<file path="src/rtl/bin2bcd_pkg.sv">
// Shared types and constants for the sequential binary-to-BCD converter.
package bin2bcd_pkg;

   localparam int BCD_DIGIT_W = 4;

   typedef enum logic [1:0] {
      IDLE  = 2'd0,
      SHIFT = 2'd1,
      DONE  = 2'd2
   } state_t;

endpackage

</file>
<file path="src/rtl/bin2bcd_seq_if.sv">
// Request/response bundle between a producer/consumer and bin2bcd_seq.
interface bin2bcd_seq_if
   import bin2bcd_pkg::*;
#(
   parameter int IN_W   = 18,
   parameter int DIGITS = 8
);

   logic                          in_valid;
   logic                          in_ready;
   logic [IN_W-1:0]               bin_in;
   logic                          signed_en;
   logic                          out_valid;
   logic                          out_ready;
   logic [BCD_DIGIT_W*DIGITS-1:0] bcd_out;
   logic                          neg;
   logic                          ovf;

   modport master (
      output in_valid, bin_in, signed_en, out_ready,
      input  in_ready, out_valid, bcd_out, neg, ovf
   );

   modport slave (
      input  in_valid, bin_in, signed_en, out_ready,
      output in_ready, out_valid, bcd_out, neg, ovf
   );

endinterface

</file>
<file path="src/rtl/bin2bcd_seq_add3.sv">
// One double-dabble correction cell: a digit of 5 or more gets 3 added before the shift.
module bcd_add3
   import bin2bcd_pkg::*;
(
   input  logic [BCD_DIGIT_W-1:0] digit,
   output logic [BCD_DIGIT_W-1:0] adjusted
);

   assign adjusted = (digit >= 4'd5) ? digit + 4'd3 : digit;

endmodule

</file>
<file path="src/rtl/bin2bcd_seq.sv">
// Sequential double-dabble converter: one bit per cycle, signed or unsigned input,
// sticky overflow when the magnitude does not fit in DIGITS decimal digits.
module bin2bcd_seq
   import bin2bcd_pkg::*;
#(
   parameter int IN_W   = 18,
   parameter int DIGITS = 8
)(
   input  logic         CLOCK_50,
   input  logic         rst_n,
   bin2bcd_seq_if.slave bus
);

   localparam int BCD_W = BCD_DIGIT_W * DIGITS;
   localparam int CNT_W = $clog2(IN_W + 1);

   state_t           state_q;
   state_t           state_d;
   logic [CNT_W-1:0] cnt_q;
   logic [IN_W-1:0]  mag_q;
   logic [BCD_W-1:0] work_bcd_q;
   logic             work_neg_q;
   logic             work_ovf_q;
   logic [BCD_W-1:0] bcd_q;
   logic             neg_q;
   logic             ovf_q;

   logic             in_ready_c;
   logic             out_valid_c;
   logic             accept;
   logic             last_shift;
   logic             neg_in;
   logic [IN_W-1:0]  mag_in;
   logic [BCD_W-1:0] bcd_adj;
   logic [BCD_W-1:0] bcd_shift;
   logic             ovf_next;

   // Negating the most negative input still fits as an IN_W-bit unsigned magnitude.
   assign neg_in = bus.signed_en & bus.bin_in[IN_W-1];
   assign mag_in = neg_in ? (~bus.bin_in + IN_W'(1)) : bus.bin_in;

   genvar gi;
   generate
      for (gi = 0; gi < DIGITS; gi++) begin : g_digit
         bcd_add3 u_add3 (
            .digit    (work_bcd_q[gi*BCD_DIGIT_W +: BCD_DIGIT_W]),
            .adjusted (bcd_adj[gi*BCD_DIGIT_W +: BCD_DIGIT_W])
         );
      end
   endgenerate

   assign bcd_shift  = {bcd_adj[BCD_W-2:0], mag_q[IN_W-1]};
   assign ovf_next   = work_ovf_q | bcd_adj[BCD_W-1];
   assign accept     = in_ready_c & bus.in_valid;
   assign last_shift = (state_q == SHIFT) && (cnt_q == CNT_W'(IN_W - 1));

   // State register.
   always_ff @(posedge CLOCK_50 or negedge rst_n) begin
      if (!rst_n) begin
         state_q <= IDLE;
      end else begin
         state_q <= state_d;
      end
   end

   // Next-state logic.
   always_comb begin
      state_d = state_q;
      case (state_q)
         IDLE:    if (accept)        state_d = SHIFT;
         SHIFT:   if (last_shift)    state_d = DONE;
         DONE:    if (bus.out_ready) state_d = IDLE;
         default:                    state_d = IDLE;
      endcase
   end

   // Handshake outputs depend on the state alone.
   always_comb begin
      in_ready_c  = 1'b0;
      out_valid_c = 1'b0;
      case (state_q)
         IDLE:    in_ready_c  = 1'b1;
         DONE:    out_valid_c = 1'b1;
         default: ;
      endcase
   end

   // Working registers shift while busy; the visible result only updates on DONE entry.
   always_ff @(posedge CLOCK_50 or negedge rst_n) begin
      if (!rst_n) begin
         cnt_q      <= '0;
         mag_q      <= '0;
         work_bcd_q <= '0;
         work_neg_q <= 1'b0;
         work_ovf_q <= 1'b0;
         bcd_q      <= '0;
         neg_q      <= 1'b0;
         ovf_q      <= 1'b0;
      end else if (accept) begin
         cnt_q      <= '0;
         mag_q      <= mag_in;
         work_bcd_q <= '0;
         work_neg_q <= neg_in;
         work_ovf_q <= 1'b0;
      end else if (state_q == SHIFT) begin
         cnt_q      <= cnt_q + CNT_W'(1);
         mag_q      <= {mag_q[IN_W-2:0], 1'b0};
         work_bcd_q <= bcd_shift;
         work_ovf_q <= ovf_next;
         if (last_shift) begin
            bcd_q <= bcd_shift;
            neg_q <= work_neg_q;
            ovf_q <= ovf_next;
         end
      end
   end

   assign bus.in_ready  = in_ready_c;
   assign bus.out_valid = out_valid_c;
   assign bus.bcd_out   = bcd_q;
   assign bus.neg       = neg_q;
   assign bus.ovf       = ovf_q;

endmodule

</file>
<file path="src/flat_wrapper.sv">
// flat-port wrapper written by rule: the top's interface ports become plain ports
module bin2bcd_seq_flat import bin2bcd_pkg::*;
#(
   parameter int IN_W   = 18,
   parameter int DIGITS = 8
)
  (CLOCK_50, rst_n, bus_in_valid, bus_bin_in, bus_signed_en, bus_out_ready, bus_in_ready, bus_out_valid, bus_bcd_out, bus_neg, bus_ovf);
  bin2bcd_seq_if #(.IN_W(IN_W), .DIGITS(DIGITS)) bus_i ();
  input  logic CLOCK_50;
  input  logic rst_n;
  input wire logic [$bits(bus_i.in_valid)-1:0] bus_in_valid;
  input wire logic [$bits(bus_i.bin_in)-1:0] bus_bin_in;
  input wire logic [$bits(bus_i.signed_en)-1:0] bus_signed_en;
  input wire logic [$bits(bus_i.out_ready)-1:0] bus_out_ready;
  output wire logic [$bits(bus_i.in_ready)-1:0] bus_in_ready;
  output wire logic [$bits(bus_i.out_valid)-1:0] bus_out_valid;
  output wire logic [$bits(bus_i.bcd_out)-1:0] bus_bcd_out;
  output wire logic [$bits(bus_i.neg)-1:0] bus_neg;
  output wire logic [$bits(bus_i.ovf)-1:0] bus_ovf;
  assign bus_i.in_valid = bus_in_valid;
  assign bus_i.bin_in = bus_bin_in;
  assign bus_i.signed_en = bus_signed_en;
  assign bus_i.out_ready = bus_out_ready;
  assign bus_in_ready = bus_i.in_ready;
  assign bus_out_valid = bus_i.out_valid;
  assign bus_bcd_out = bus_i.bcd_out;
  assign bus_neg = bus_i.neg;
  assign bus_ovf = bus_i.ovf;
  bin2bcd_seq #(.IN_W(IN_W), .DIGITS(DIGITS)) u_core (.CLOCK_50(CLOCK_50), .rst_n(rst_n), .bus(bus_i));
endmodule
</file>
<file path="config.mk">
export PLATFORM = sky130hd
export DESIGN_NAME = bin2bcd_seq_flat
export DESIGN_NICKNAME = d
export VERILOG_FILES = /design/src/rtl/bin2bcd_pkg.sv /design/src/rtl/bin2bcd_seq_if.sv /design/src/rtl/bin2bcd_seq_add3.sv /design/src/rtl/bin2bcd_seq.sv /design/src/flat_wrapper.sv
export SDC_FILE = /design/constraint.sdc
export NUM_CORES = 1
export LEC_CHECK = 0
export ABC_AREA = 1
export BUFFER_PORTS_ARGS = -buffer_cell sky130_fd_sc_hd__buf_4
export CAP_MARGIN = 20
export CORE_ASPECT_RATIO = 0.5
export CORE_UTILIZATION = 53
export DETAILED_ROUTE_END_ITERATION = 10
export GPL_TIMING_DRIVEN = 0
export HOLD_SLACK_MARGIN = 0.03
export PLACE_DENSITY = 0.85
export SYNTH_ARGS = -nofsm -noshare
export SYNTH_HDL_FRONTEND = slang
export SYNTH_SLANG_ARGS = --single-unit
</file>
<file path="constraint.sdc">
create_clock -name CLOCK_50 -period 1.3 [get_ports CLOCK_50]
set_input_delay 0.13 -clock CLOCK_50 [delete_from_list [all_inputs] [get_ports CLOCK_50]]
set_output_delay 0.13 -clock CLOCK_50 [all_outputs]
set_load 0.01 [all_outputs]
</file>
## Word level (Yosys, flattened, before mapping)

Index checks and enable logic that the tools add are counted.

| storage, ports and cells | value |
|---|---|
| flip-flop bits (word level) | 93 |
| logic and storage cells | 66 |
| output and inout bits | 36 |

| cells by class | value |
|---|---|
| $lt $le $gt $ge | 8 |
| add/subtract/negate cells | 10 |
| equal/unequal tests | 6 |
| muxes and demuxes | 23 |
| reduce and logical (&&, ||, !) cells | 5 |
| bitwise gates (word level) | 5 |

Operators with widths:

| operator | number |
|---|---|
| 32-bit two-way mux | 2 |
| 18-bit two-way mux | 3 |
| 4-bit by 2-bit adder with 4-bit output, second input constant | 8 |
| 4-bit by 3-bit greater-or-equal comparator with 1-bit output, second input constant | 8 |
| 4-bit two-way mux | 8 |
| 18-bit by 1-bit adder with 18-bit output, second input constant | 1 |
| 18-bit NOT | 1 |
| 5-bit two-way mux | 2 |
| 2-bit two-way mux | 3 |
| 2-bit one-hot mux with 3 select lines | 1 |
| 3-bit AND reduction | 2 |
| 5-bit by 1-bit adder with 5-bit output, second input constant | 1 |
| 5-bit equality test, second input constant | 1 |
| 1-bit two-way mux | 4 |
| 2-bit by 1-bit inequality test with 1-bit output, second input constant | 2 |
| 1-bit AND | 2 |
| 2-bit by 1-bit equality test with 1-bit output, second input constant | 1 |
| 2-bit equality test, second input constant | 1 |
| 2-bit zero test | 1 |
| 2-bit inequality test, second input constant | 1 |
| 2-bit nonzero test | 1 |
| 1-bit logical AND | 1 |
| 1-bit NOT | 1 |
| 1-bit bitwise OR | 1 |

## Longest topological paths before layout

Gate-level depths: netlist (run 1).

| depth | value |
|---|---|
| word-level depth | 5 |
| mapped depth | 10 |
| depth with buffers taken out | 10 |

## Cells and area by module

Synthesis (run 1) repeated with hierarchy kept, for this count alone.

| unflattened totals | value |
|---|---|
| cells, all modules | 674 |
| area, all modules | 5238.8 sq um |

Modules (own cells, without submodules):

| module | cells an instance | area an instance (sq um) | times used |
|---|---|---|---|
| bin2bcd_seq | 490 | 4157.7 | 1 |
| bcd_add3 | 23 | 135.1 | 8 |

## Least setup slack after synthesis (run 1)

No wires, ideal clock.

| timing | value |
|---|---|
| kind | flip-flop to flip-flop |
| start | register u_core.cnt_q[1] |
| end | register u_core.bcd_q[22] (netlist: u_core.bus.bcd_out[22]) |
| arrival time | 1.265 ns |
| path buffers | 1 |
| library setup time | 0.124 ns |
| path slack | -0.089 ns |
| stages on the path, launching flop included | 9 |
| required time | 1.176 ns |
| clock period less this slack | 1.389 ns |
| path through | dfrtp_1 > inv_1 > ha_1 > nand3_1 > nor2_8 > inv_4 > buf_2 > nand2_1 > o21ai_2 |

| on the way | value |
|---|---|
| cells in the longest elaborated chain, start to end | 3 |

RTL lines:

| item | RTL line | text |
|---|---|---|
| from (decl) | bin2bcd_seq.sv:19 | `logic [CNT_W-1:0] cnt_q;` |
| from (signal assigned) | bin2bcd_seq.sv:106 | `cnt_q <= cnt_q + CNT_W'(1);` |
| 5-bit equality test | bin2bcd_seq.sv:55 | `assign last_shift = (state_q == SHIFT) && (cnt_q == CNT_W'(IN_W - 1));` |
| 1-bit logical AND | bin2bcd_seq.sv:55 |  |
| 3-bit AND reduction (no line) | n/a |  |
| to (signal assigned) | bin2bcd_seq.sv:111 | `bcd_q <= bcd_shift;` |
| to (decl) | bin2bcd_seq.sv:24 | `logic [BCD_W-1:0] bcd_q;` |

Every way passes these cells.
A chain may end at the register's enable or synchronous reset.

## Final worst setup path (run 1)

| timing | value |
|---|---|
| start | register u_core.work_bcd_q[9] |
| end | register u_core.bcd_q[9] (netlist: u_core.bus.bcd_out[9]) |

| on the way | value |
|---|---|
| cells in the longest elaborated chain, start to end | 2 |

RTL lines:

| item | RTL line | text |
|---|---|---|
| from (decl) | bin2bcd_seq.sv:21 | `logic [BCD_W-1:0] work_bcd_q;` |
| from (signal assigned) | bin2bcd_seq.sv:108 | `work_bcd_q <= bcd_shift;` |
| 4-bit by 3-bit greater-or-equal comparator with 1-bit output | bin2bcd_seq_add3.sv:9 | `assign adjusted = (digit >= 4'd5) ? digit + 4'd3 : digit;` |
| 4-bit two-way mux | bin2bcd_seq_add3.sv:9 |  |

Every way passes these cells.

==> results of run 1 <==
[layer usage]
metal	part of all wire (%)	wire (um)	vias to the layer above	track usage, %
met5	0	0	-	0
met3	11	2030	184	7.58
met4	7.6	1430	0	15.6
met2	46	8720	483	55.2
met1	36	6720	2505	39.5
li1	-	-	2129	-
[placed cells by master, fill, tap and decap left out, types with 12 or more instances in the layout]
master     netlist  final
nand2_2          1     25
o21ai_1          9     25
nand3_1         23     20
a21oi_2          0     14
o22ai_2          0     13
clkbuf_16        0     13
o21ai_2         11     32
nor2_1          32     21
nand2_1        155    127
inv_2            3     21
buf_4            1    100
dfrtp_1         93     90
a22oi_2          0     12
inv_1           55     33
buf_6            4     16
[registers in the layout, indices dropped and copies added, names as in the netlist]
| register | flops |
|---|---|
| u_core.work_bcd_q | 32 |
| u_core.cnt_q | 5 |
| u_core.mag_q | 18 |
| u_core.bus.ovf | 1 |
| u_core.work_ovf_q | 1 |
| u_core.state_q | 2 |
| u_core.bus.neg | 1 |
| u_core.work_neg_q | 1 |
| u_core.bus.bcd_out | 32 |
[kinds of logic (layout without fill, tap and decap cells)]
family,after synthesis,in the layout
AO/OA/AOI/OAI,131,131
flip-flops,93,93
adder cells (fa/ha/maj),19,19
XOR/XNOR,15,15
other,0,1
buffers and inverters,78,214
AND/OR/NAND/NOR,231,231
[how the worst max path moves through the flow]
stage / to / slack, ns / cells past startpoint
after floorplan: u_core.bus.bcd_out[22] / -0.03 / 8
after detailed placement: u_core.work_bcd_q[14] / -0.22 / 7
final: u_core.bus.bcd_out[9] / -0.32 / 7
after global placement: u_core.work_bcd_q[9] / -0.18 / 6
after CTS: u_core.work_ovf_q / -0.11 / 9
after global routing: u_core.work_bcd_q[10] / -0.40 / 7
[worst max-delay path, delay by kind of cell, from the launching register on]
| family | cells | cell delay [ns] |
|---|---|---|
| flops | 1 | 0.41 |
| fa+ha+maj | 1 | 0.26 |
| xor+xnor | 1 | 0.19 |
| compound gates | 1 | 0.24 |
| simple gates | 3 | 0.31 |
| buf+inv | 1 | 0.10 |
[per-stage QoR]
step	hold WS (ns)	cell area [sq um]	total power, mW	utilization, %
5_1_grt	0.0614	7240	23.5	82.9
2_1_floorplan	-0.166	4840	9.96	-
6_report	0.0507	7250	22.7	82.9
3_5_place_dp	0.131	5450	12.2	62.3
3_3_place_gp	0.308	5420	11.8	62.0
4_1_cts	0.0572	6600	18.0	75.5
[power by group through the flow]
stage / logic, mW / registers [mW] / clock network (mW)
6_report: 14.1 / 5.50 / 3.09
3_5_place_dp: 7.12 / 5.06 / 0
4_1_cts: 9.87 / 5.15 / 3.01
5_1_grt: 14.7 / 5.54 / 3.19
2_1_floorplan: 4.85 / 5.11 / 0
3_3_place_gp: 6.75 / 5.01 / 0
[final cells by class]
class / count / share of cell area (%)
Antenna cell: 1 / 0.0345
Buffer: 17 / 3.04
Clock buffer: 9 / 3.11
Clock inverter: 7 / 1.57
Inverter: 59 / 3.44
Multi-Input combinational cell: 396 / 39.2
Sequential cell: 93 / 32.2
Tap cell: 117 / 2.02
Timing Repair Buffer: 122 / 15.4
[what timing repair did]
item / CTS / global route
hold endpoints to repair: 38 / 0
gates cloned: 3 / 4
hold buffers: 2 / 0
setup buffers: 41 / 13
resized for setup: 148 / 125
endpoints found under the setup margin: 92 / 95
pin swaps: 38 / 42
==> results.py, run 1 <==
metrics = {
    "outcome": {
        "status": "complete, but fails checks",
        "violations": "negative setup slack",
    },
    "power": {
        "pwr-share-clk_pct": 13.6,
        "cellPowerDensity_nw_per_um2": 3130,
        "intPower_mw": 12.2,
        "pwr-share-seq_pct": 24.2,
        "switchingPower_mw": 10.5,
        "combPwrFrac_pct": 62.1,
        "vdd_drop_max_mv": 1.23,
        "power_leakage_nw": 3.47,
        "netSwitchingFraction_pct": 46.1,
    },
    "hold_path": {
        "holdPathEnd": "u_core.mag_q[17]",
        "worst_hold_startpoint": "bus_bin_in[17]",
        "hp-class": "in -> reg",
        "hold_depth": 3,
    },
    "sta": {
        "slew_headroom_pct": 65.8,
        "min_period_ns": 1.62,
        "finalMaxSlewViolations": 0,
        "fin_skew_ns": 0.0158,
        "grt_setup_unrepaired": "true",
        "worst_pin_slew_ns": 0.513,
        "setup_slack_ns": -0.325,
        "tns_ns": -19.60,
        "finalHoldViolCount": 0,
        "layout_worst_path_cycle_share_pct": 125,
        "fmax_ghz": 0.615,
        "setup_viol": 95,
    },
    "logic_synthesis": {
        "ys_types": 32,
        "synth_top_family_by_area": "simple AND/OR/NAND/NOR gates",
        "ys_seq_elements": 93,
        "synth_common_cells": "155 x nand2_1, 93 x dfrtp_1, 55 x inv_1",
        "synthMuxAreaShare_pct": 0,
        "ys_top_cells_by_area": "dfrtp_1 49%, nand2_1 12%, ha_1 5.0%",
        "syn_avg_cell_area_sq_um": 8.43,
        "synthArstFlopShare_pct": 100,
        "yosys.area_share.adder_pct": 4.97,
        "synth-warning-count": 0,
        "netlist.area_leader.share_pct": 48.7,
        "syn_area_sq_um": 4780,
        "syn_nets": 609,
        "synth_enable_flop_cells": 0,
        "synth_top_cell_by_area": "dfrtp_1",
        "syn_inst": 567,
        "synth_most_common_cell": "nand2_1",
        "synth-xor-area-share_pct": 2.75,
        "synth_compound_area_share_pct": 16.2,
        "synth-seq-area-share_pct": 48.7,
        "synth_top_flop_cell": "dfrtp_1",
        "yosys.area_share.simple_pct": 20.2,
    },
    "floorplanning": {
        "io_pins": 59,
        "initial_core_util_pct": 54.7,
        "rows": 24,
        "die_h_um": 69.2,
        "die_area_sq_um": 9430,
        "dieWidth_um": 136,
        "core_sq_um": 8740,
    },
    "placement": {
        "dp_hpwl_um": 7590,
        "pre_cts_slack_ns": -0.218,
        "io_buffer_count": 58,
        "placedCellCount": 743,
        "place_congestion": 0.840,
    },
    "routing": {
        "routed_wirelength_um": 18900,
        "wire_per_inst_um": 23.0,
        "drt_iter0_markers": 742,
        "vias": 5301,
        "first_pass_iters": 7,
        "drtAntennaViolNets": 0,
        "drt-vias-per-instance": 6.46,
        "drc": 0,
    },
    "critical_path": {
        "worstReg2RegEnd": "u_core.bus.bcd_out[9]",
        "crit_arrival_ns": 1.88,
        "ff2ff_setup_slack_ns": -0.32,
        "worstReg2RegStart": "u_core.work_bcd_q[9]",
        "max_stage_delay_ns": 0.41,
        "path_common_cell": "nand2_1",
        "cp_max_fo": 3,
        "cp-startpoint": "u_core.work_bcd_q[9]",
        "crit_type": "reg -> reg",
        "critPathCaptureType": "flip-flop",
        "r2r_cells": 7,
        "path_cells": "inv_2, ha_1, a21oi_2, nand2_2, xor2_2, nand2_1, nand2_1",
        "slowest_stage": "dfrtp_1",
        "startpoint_type": "flip-flop",
        "crit_required_ns": 1.56,
    },
    "layout": {
        "fin_cells": 821,
        "fill_cells": 396,
        "multiInputGateArea_sq_um": 2840,
        "regArea_sq_um": 2330,
        "nNetsFinal": 740,
        "syn_to_final_growth_pct": 51.6,
        "drive_gt1_share_pct": 47.8,
    },
    "global_routing": {
        "grt_pass1_wl_um": 23400,
        "grt_overflow": 0,
        "track_usage_pct": 32.7,
        "grt_max_degree": 57,
        "grt_pass1_vias": 4755,
        "antenna_found_initial": 1,
    },
    "clock_tree": {
        "htree_levels": 3,
        "cts-root-buf": "clkbuf_16",
        "cts.clk_slew.worst_paths_ns": 0.08,
        "clockBufferDepth": 2,
        "numClockSinks": 93,
        "cts_tree": "done",
        "clk_latency_ns": 0.37,
        "cts_buffers": 9,
    },
    "flow_run": {
        "cap_violations": 0,
    },
}
(Power assumes the default switching activity.)
==> run 2: changes to the inputs <==
--- a/config.mk
+++ b/config.mk
@@ -13,6 +13,7 @@
 export DETAILED_ROUTE_END_ITERATION = 10
 export GPL_TIMING_DRIVEN = 0
 export HOLD_SLACK_MARGIN = 0.03
+export MAX_ROUTING_LAYER = met4
 export PLACE_DENSITY = 0.85
 export SYNTH_ARGS = -nofsm -noshare
 export SYNTH_HDL_FRONTEND = slang
==> results.py, run 2 (same netlist as run 1, synthesis figures left out) <==
metrics = {
    "clock_tree": {
        "cts.clk_slew.worst_paths_ns": 0.07,
        "cts_tree": "done",
        "clk_latency_ns": 0.37,
        "clockBufferDepth": 2,
        "cts_buffers": 9,
        "numClockSinks": 93,
        "htree_levels": 3,
        "cts-root-buf": "clkbuf_16",
    },
    "sta": {
        "finalMaxSlewViolations": 0,
        "layout_worst_path_cycle_share_pct": 128,
        "grt_setup_unrepaired": "true",
        "min_period_ns": 1.66,
        "finalHoldViolCount": 0,
        "fmax_ghz": 0.602,
        "setup_slack_ns": -0.362,
        "slew_headroom_pct": 65.2,
        "worst_pin_slew_ns": 0.522,
        "tns_ns": -19.36,
        "setup_viol": 94,
        "fin_skew_ns": 0.0127,
        "timing.hold.ws_ns": 0.0559,
    },
    "routing": {
        "drt_iter0_markers": 638,
        "wl_met2_um": 8530,
        "routed_wirelength_um": 18600,
        "wire_per_inst_um": 22.7,
        "vias": 5289,
        "drt-vias-per-instance": 6.43,
        "first_pass_iters": 7,
        "drc": 0,
        "wl_met3_um": 2170,
        "top_layer": "met4",
        "drtAntennaViolNets": 0,
        "wl_met1_um": 6520,
    },
    "layout": {
        "drive_gt1_share_pct": 47.5,
        "regArea_sq_um": 2330,
        "final_util_pct": 82.9,
        "layout_commonest_cell": "nand2_1",
        "syn_to_final_growth_pct": 51.6,
        "fill_cells": 410,
        "nNetsFinal": 742,
        "fin_cells": 822,
        "multiInputGateArea_sq_um": 2840,
        "num_antenna_cells": 0,
        "final_area_sq_um": 7240,
        "layout_common_cells": "123 x nand2_1, 105 x buf_4, 90 x dfrtp_1",
    },
    "outcome": {
        "violations": "negative setup slack",
        "status": "complete, but fails checks",
    },
    "critical_path": {
        "cp_max_fo": 10,
        "worstReg2RegStart": "u_core.cnt_q[1]",
        "crit_required_ns": 1.54,
        "ff2ff_setup_slack_ns": -0.36,
        "critPathCaptureType": "flip-flop",
        "crit_arrival_ns": 1.90,
        "worstReg2RegEnd": "u_core.bus.bcd_out[10]",
        "crit_type": "reg -> reg",
        "startpoint_type": "flip-flop",
        "r2r_cells": 8,
    },
    "flow_run": {
        "cap_violations": 0,
    },
    "floorplanning": {
        "die_h_um": 69.2,
        "die_area_sq_um": 9430,
        "io_pins": 59,
        "dieWidth_um": 136,
        "core_sq_um": 8740,
        "initial_core_util_pct": 54.7,
        "rows": 24,
    },
    "power": {
        "power_leakage_nw": 3.49,
        "vdd_drop_max_mv": 1.48,
        "cellPowerDensity_nw_per_um2": 3120,
    },
    "global_routing": {
        "grt_max_degree": 57,
        "grt_overflow": 0,
        "track_usage_pct": 33.6,
        "antenna_found_initial": 0,
        "grt_pass1_wl_um": 23400,
        "grt_pass1_vias": 4769,
    },
    "placement": {
        "dpl-instance-area_sq_um": 5450,
        "io_buffer_count": 58,
        "placedCellCount": 743,
        "place_congestion": 0.854,
        "dp_hpwl_um": 7590,
    },
    "hold_path": {
        "hold_depth": 4,
        "hp-class": "in -> reg",
        "holdPathEnd": "u_core.mag_q[14]",
        "worst_hold_startpoint": "bus_bin_in[14]",
    },
}
run 2: cell count changes in the layout (fill, tap and decap cells not counted), sizes merged:
| cell | previous run | this run |
|---|---|---|
| clkinv | 4 | 5 |
| buf | 133 | 135 |
| diode | 1 | 0 |
| inv | 59 | 58 |
run 2: what timing repair did:
item | in CTS | in global routing
resized for setup | 148 | 122
setup endpoints to repair | 92 | 95
buffers inserted | 41 | 15
endpoints found under the hold margin | 38 | 0
pin swaps | 38 | 41
hold buffers | 2 | 0
cloned | 3 | 4
run 2: layer usage:
metal / GRT usage, % / up-vias
li1: - / 2136
met1: 39.5 / 2509
met2: 54.9 / 480
met3: 8.68 / 164
met4: 14.2 / 0
met5: - / -
run 2: worst max path at each step:
stage                          startpoint                endpoint  slack, ns  depth (start not counted)
global placement        u_core.state_q[0]    u_core.work_bcd_q[9]      -0.18                          6
finish                    u_core.cnt_q[1]  u_core.bus.bcd_out[10]      -0.36                          8
floorplan                 u_core.cnt_q[1]  u_core.bus.bcd_out[22]      -0.03                          8
CTS                 u_core.work_bcd_q[29]       u_core.work_ovf_q      -0.11                          9
global route              u_core.cnt_q[1]   u_core.bus.bcd_out[9]      -0.40                          8
detailed placement  u_core.work_bcd_q[12]   u_core.work_bcd_q[14]      -0.22                          7
run 2: power by group:
group	internal (mW)	leakage, nW	switching, mW
clock	1.87	0.169	1.23
combinational	6.11	2.15	7.91
sequential	4.26	1.17	1.25
run 2: per-stage QoR:
stage / setup slack (ns) / power (mW)
floorplan: -0.0271 / 9.96
global placement: -0.180 / 11.8
detailed placement: -0.218 / 12.2
CTS: -0.111 / 18.0
global route: -0.402 / 23.4
finish: -0.362 / 22.6
run 2: final cells by class:
| class | count | share of cell area (%) |
|---|---|---|
| well taps | 117 | 2.02 |
| inverters | 59 | 3.51 |
| repair buffers | 124 | 15.4 |
| flip-flops and latches | 93 | 32.2 |
| plain buffers | 17 | 3.04 |
| multi-input cells | 396 | 39.2 |
| clock buffers | 9 | 3.11 |
| clock inverters | 7 | 1.57 |
run 2: worst max-delay path: stages (launching register included):
cell     delay (ns)
dfrtp_1        0.43
inv_2          0.13
ha_4           0.17
nand3_4        0.13
nor2_8         0.23
inv_8          0.08
buf_8          0.16
nand2_1        0.09
o21ai_1        0.10
